--- src/rtl/pipe_seq.sv ---
// Sequencer for the two-stage 16-bit pipeline: owns pc, ir0q, ir1q and the shared
// memory port. It alternates decode, optional data access and fetch, and guards each access with a timeout.
module pipe_seq #(
  parameter logic [15:0] RESET_PC = 16'h0000,
  parameter int          TIMEOUT  = 15,
  parameter int          WAIT_W   = 4
) (
  input  logic        clk,
  input  logic        reset,
  output logic        mem_req,
  output logic        mem_rw,
  output logic [15:0] mem_addr,
  output logic [15:0] mem_wdata,
  input  logic [15:0] mem_rdata,
  input  logic        mem_ack,
  input  logic        sel_addr_reg,
  input  logic        dec_rw,
  input  logic        dojump,
  input  logic        clr_ir0,
  input  logic [15:0] jump_target,
  input  logic [15:0] addr_reg,
  input  logic [15:0] alu_out,
  output logic [15:0] ir0q,
  output logic [15:0] ir1q,
  output logic [15:0] pc,
  output logic [15:0] mdr,
  output logic        step,
  output logic        bus_err
);

  typedef enum logic [1:0] {S_DEC, S_DATA, S_FETCH, S_ERR} state_t;

  state_t            state, state_nxt;
  logic [WAIT_W-1:0] wait_cnt;
  logic              at_limit;

  // The cycle that would bring wait_cnt to TIMEOUT is the last one allowed; an ack in it still wins.
  assign at_limit = (wait_cnt == WAIT_W'(TIMEOUT - 1));

  always_ff @(posedge clk) begin
    if (reset) begin
      state <= S_DEC;
    end else begin
      state <= state_nxt;
    end
  end

  always_comb begin
    state_nxt = state;
    case (state)
      S_DEC:   state_nxt = sel_addr_reg ? S_DATA : S_FETCH;
      S_DATA: begin
        if (mem_ack)       state_nxt = S_FETCH;
        else if (at_limit) state_nxt = S_ERR;
      end
      S_FETCH: begin
        if (mem_ack)       state_nxt = S_DEC;
        else if (at_limit) state_nxt = S_ERR;
      end
      S_ERR:   state_nxt = S_ERR;
      default: state_nxt = S_DEC;
    endcase
  end

  always_comb begin
    mem_req   = 1'b0;
    mem_rw    = 1'b1;
    mem_addr  = pc;
    mem_wdata = '0;
    step      = 1'b0;
    bus_err   = 1'b0;
    case (state)
      S_DATA: begin
        mem_req   = 1'b1;
        mem_addr  = addr_reg;
        mem_rw    = dec_rw;
        mem_wdata = alu_out;
      end
      S_FETCH: begin
        mem_req = 1'b1;
        step    = mem_ack;
      end
      S_ERR:   bus_err = 1'b1;
      default: ;
    endcase
  end

  // Counter restarts whenever the state changes, so each access gets its own budget.
  always_ff @(posedge clk) begin
    if (reset || !mem_req || (state_nxt != state)) begin
      wait_cnt <= '0;
    end else if (!mem_ack) begin
      wait_cnt <= wait_cnt + WAIT_W'(1);
    end
  end

  always_ff @(posedge clk) begin
    if (reset) begin
      pc   <= RESET_PC;
      ir0q <= '0;
      ir1q <= '0;
      mdr  <= '0;
    end else begin
      if ((state == S_DATA) && mem_ack && dec_rw) begin
        mdr <= mem_rdata;
      end
      if (step) begin
        ir1q <= ir0q;
        if (dojump) begin
          pc   <= jump_target;
          ir0q <= '0;
        end else if (clr_ir0) begin
          ir0q <= '0;
        end else begin
          ir0q <= mem_rdata;
          pc   <= pc + 16'd1;
        end
      end
    end
  end

endmodule

--- config.mk ---
export PLATFORM = sky130hd
export DESIGN_NAME = pipe_seq
export DESIGN_NICKNAME = d
export VERILOG_FILES = /design/src/rtl/pipe_seq.sv
export SDC_FILE = /design/constraint.sdc
export NUM_CORES = 1
export LEC_CHECK = 0
export CAP_MARGIN = 20
export CORE_MARGIN = 1
export CORE_UTILIZATION = 40
export CTS_CLUSTER_SIZE = 12
export DETAILED_ROUTE_END_ITERATION = 6
export PLACE_DENSITY = 0.8
export SKIP_LAST_GASP = 1
export SLEW_MARGIN = 10
export SYNTH_ARGS = -nofsm -noshare
export SYNTH_HDL_FRONTEND = slang
export SYNTH_SLANG_ARGS = --single-unit
--- constraint.sdc ---
create_clock -name clk -period 2.4 [get_ports clk]
set_input_delay 0.24 -clock clk [delete_from_list [all_inputs] [get_ports clk]]
set_output_delay 0.24 -clock clk [all_outputs]
set_load 0.02 [all_outputs]
# Yosys cells after proc, flatten, opt, wreduce, memory -nomap -nowiden
# Cells that the tools add are included.
[op_classes]
n_mux = 15
n_addsub = 2
eq_ne = 6
reduce_logical = 8
[op_table]
columns = ["cell", "count"]
rows = [
  ["2-to-1 mux 16 bit", 6],
  ["adder 16 x 1 -> 16 bit (second input constant)", 1],
  ["2-to-1 mux 2 bit", 4],
  ["case mux 2 bit (4 select lines)", 1],
  ["adder 4 x 1 -> 4 bit (second input constant)", 1],
  ["== test 2 bit (second input constant)", 2],
  ["== test 4 bit (second input constant)", 1],
  ["2-to-1 mux 1 bit", 4],
  ["== test 2 x 1 -> 1 bit (second input constant)", 1],
  ["logical AND 1 bit", 2],
  ["logical NOT 2 bit", 1],
  ["logical OR 1 bit", 2],
  ["!= test 2 bit", 1],
  ["!= test 2 bit (second input constant)", 1],
  ["AND reduction 2 bit", 1],
  ["OR reduction 2 bit", 1],
  ["logical NOT 1 bit", 1],
]
[word_totals]
wordCells = 37
regBits = 70

# Logic depth before layout (Yosys ltp)
[logic_depth]
ltp_word = 6
depth_mapped = 8

# Worst setup path before layout
# No wires, ideal clock.
[synth_timing]
path_type = "flip-flop to flip-flop"
start = "reg pc[0]"
end = "reg pc[14]"
setup_ns = 0.074
arrival_ns = 1.774
path_slack_ns = 0.552
stages_incl_launch_ff = 6
n_path_buf = 0
cell_sequence = "dfxtp_1 ha_1 nand4_1 or3_1 or4_1 a31oi_1"
[synth_via]
elab_chain_len = 3
[synth_rtl]
columns = ["item", "line_no", "text"]
rows = [
  ["start, declared", "25", "output logic [15:0] pc,"],
  ["start signal, assigned", "110", "pc <= jump_target;"],
  ["start signal, assigned", "116", "pc <= pc + 16'd1;"],
  ["adder 16 x 1 -> 16 bit", "116", ""],
  ["2-to-1 mux 16 bit", "112", "end else if (clr_ir0) begin"],
  ["2-to-1 mux 16 bit", "109", "if (dojump) begin"],
]
# No other way between the ends. The select of a mux whose other input is x is not followed.
# A chain may end at the register's enable or synchronous reset.

# Final worst setup path
[layout_timing]
start = "reg state[1]"
end = "out mem_wdata[15]"
[layout_via]
elab_chain_len = 2
[layout_rtl]
columns = ["item", "line_no", "text"]
rows = [
  ["start, declared", "33", "state_t state, state_nxt;"],
  ["start signal, assigned", "44", "state <= state_nxt;"],
  ["== test 2 x 1 -> 1 bit", "72", "case (state)"],
  ["2-to-1 mux 16 bit", "72", ""],
  ["end, declared", "13", "output logic [15:0] mem_wdata,"],
]
# No other way between the ends.

==> reports/results.txt <==
Simple-gate share of the synthesized area - 24.4%
Pleak - 0.00215 uW
# rows - 33
Achievable clock frequency - 449 MHz
Synth top area share - 41.1%
Core box area - 0.00822 sq mm
Peak VDD IR - 0.323 mV
Port buffer count - 170
Syn. warnings - 0
Critical path startpoint category - register
Initial Util - 41.5%
Via count - 3678
Mapped Nets - 498
GRT Util Overall - 24.1%
Clock power share - 33.3%
# hold bufs at CTS - 0
Mux cell area share after synthesis - 6.13%
Clock sink count - 70
Final setup vio count - 0
Die span in y - 94.3 um
Crit. End Element - output pin
Pwr Density - 522 mW/mm^2
WP data required - 2.16 ns
Clock Latency Late Sink - 0.34 ns
Die area - 0.00889 sq mm
Critical path type - reg2out
Net Sw Frac - 29.2%
Psw - 831 uW
# IOs - 171
DR iter-0 viols - 197
Cells along the critical path - inv_1, ha_1, buf_12, and2_1, clkdlybuf4s50_1
Drt pass-1 iters - 4
Pins Over Slew Limit - 0
Largest family of logic cells by synthesized area - simple AND/OR/NAND/NOR gates
Final period util - 92.9%
Post-CTS Setup Bufs - 0
Post-CTS Resized - 0
Final Wtd Congestion - 0.896
WP data arrival - 1.99 ns
Syn Area/Cell - 8.11 sq um
Worst min path class - in2reg
Worst Path Max Fanout - 39
CTS root buffer - clkbuf_8
Fin nets - 658
GRT overflow - 0
Max clock buf depth - 2
Max capacitance violation total - 0
Share of cells above drive strength 1 - 8.21%
Initial antenna violation count - 0
Unrepaired setup endpoints after global routing - no
Worst Skew - 0.0118 ns
Yosys reg bits - 70
Clock transition at path regs - 0.08 ns
XOR/XNOR Fraction of Synth Area - 0.771%
Detailed Route WL - 10800 um
Area of the mapped netlist - 0.00341 sq mm
Post-synth EDFFs - 0
Largest net degree at the start of global routing - 40
Final Cell Area - 0.00544 sq mm
Residual DRC - 0
Logic pwr share - 23.6%
Sequential share of power - 43.0%
Critical path's largest stage delay - 0.62 ns
TritonCTS clock tree - built
Top_reg_cell synth - dfxtp_1
Layout Utilization - 66.2%
Setup TNS - 0 ns
Post-synthesis cell type count - 52
Final HPWL DP - 7990 um
Vias in the first global route - 3511
Synth Instances - 420
Int Power - 2010 uW
First-pass GRT wire length - 16800 um
Width of the die - 94.3 um
Wirelength per Cell - 15.6 um
Adder-cell area share of the yosys netlist - 2.57%
Outcome - complete, no violations
Slew HR - 57.6%
Final ANT Viol Nets - 0
Placed cell areas - 0.00520 sq mm
Syn-to-layout area delta - 59.7%
Synth area leader - dfxtp_1
Crit-path slowest cell - clkdlybuf4s50_1
Cts bufs inserted - 9
Async set or reset register ratio after synthesis - 0%
Sequential area share after synthesis - 41.1%
Worst slew pin tran - 0.634 ns
Most frequent cells after synthesis - 87 x nand2_1, 70 x dfxtp_1, 49 x a21oi_1, 23 x nor2_1, 20 x clkbuf_1
Compound-Gate Fraction of Synth Area - 19.8%
Top-count cell post-synth - nand2_1
Final Hold Fails - 0
Antenna cell count - 0
Synth area leaders - dfxtp_1 41%, nand2_1 9.6%, a21oi_1 7.2%
Final hold slack - 0.241 ns
Via density - 5.33
CTS H-Tree Depth - 3
Min Tclk post-route - 2.23 ns
[worst max-delay path, delay by kind of cell, from the launching register on]
kind	cells	cell delay, ns
DFF	1	0.36
adders and majority gates	1	0.20
buffers and inverters	3	0.94
and+or+nand+nor	1	0.15
[per-layer routing]
metal	track usage (%)	up-vias	wire, um	share of wire, %
met5	0	-	0	0
met4	11.0	0	335	3.1
met3	3.72	24	595	5.5
met2	41.0	145	5340	50
met1	29.6	1713	4500	42
li1	-	1796	-	-
[kinds of logic after synthesis]
family / Yosys count
xor+xnor: 3
flops: 70
simple gates: 173
mux: 19
buf+inv: 41
compound gates: 107
fa+ha+maj: 7
[sequential cells by signal, indices dropped and copies added, names as in the netlist]
signal / flops
pc: 16
ir1q: 16
state: 2
wait_cnt: 4
ir0q: 16
mdr: 16
[area by class of cell]
| type | instances | area, sq um |
|---|---|---|
| fillers | 671 | 2780 |
| flip-flops and latches | 70 | 1400 |
| multi-input cells | 309 | 1850 |
| clock buffers | 10 | 128 |
| inverters | 9 | 33.8 |
| repair buffers | 181 | 1830 |
| well taps | 105 | 131 |
| clock inverters | 6 | 70.1 |
[worst paths after layout]
kind,startpoint,to,slack (ns),cells after the start
setup / recovery,state[1]$_SDFF_PP0_,mem_wdata[15],0.17,5
hold reg to reg,ir1q[4]$_SDFFE_PP0P_,ir1q[4]$_SDFFE_PP0P_,0.45,2
hold / removal,reset,pc[6]$_SDFFE_PP0P_,0.24,2
setup reg to reg,state[1]$_SDFF_PP0_,wait_cnt[2]$_SDFFE_PP0N_,0.45,7
[power by group through the flow]
stage / sequential, uW / clock, uW / combinational, uW
2_1_floorplan: 1270 / 0 / 316
4_1_cts: 1220 / 957 / 676
3_3_place_gp: 1250 / 0 / 660
3_5_place_dp: 1250 / 0 / 673
6_report: 1220 / 947 / 672
5_1_grt: 1230 / 1000 / 717
[layout by cell type, fill, tap and decap left out, drive strengths merged, types with 10 or more instances in the layout]
| master | n |
|---|---|
| nand2 | 88 |
| a21oi | 49 |
| clkbuf | 10 |
| and2 | 18 |
| clkdlybuf4s50 | 153 |
| dfxtp | 70 |
| nand3 | 10 |
| buf | 12 |
| mux2 | 15 |
| dlymetal6s2s | 16 |
| o21ai | 10 |
| nor2 | 23 |
| inv | 10 |
| a22oi | 16 |
[through the flow]
stage               instances  power (uW)  setup slack, ns
floorplan                 420        1590            0.552
global placement          674        1910            0.472
detailed placement        674        1920            0.405
CTS                       690        2860           0.0388
global route              690        2950           0.0434
finish                    690        2840            0.170
Power figures use the tool's default switching activity.
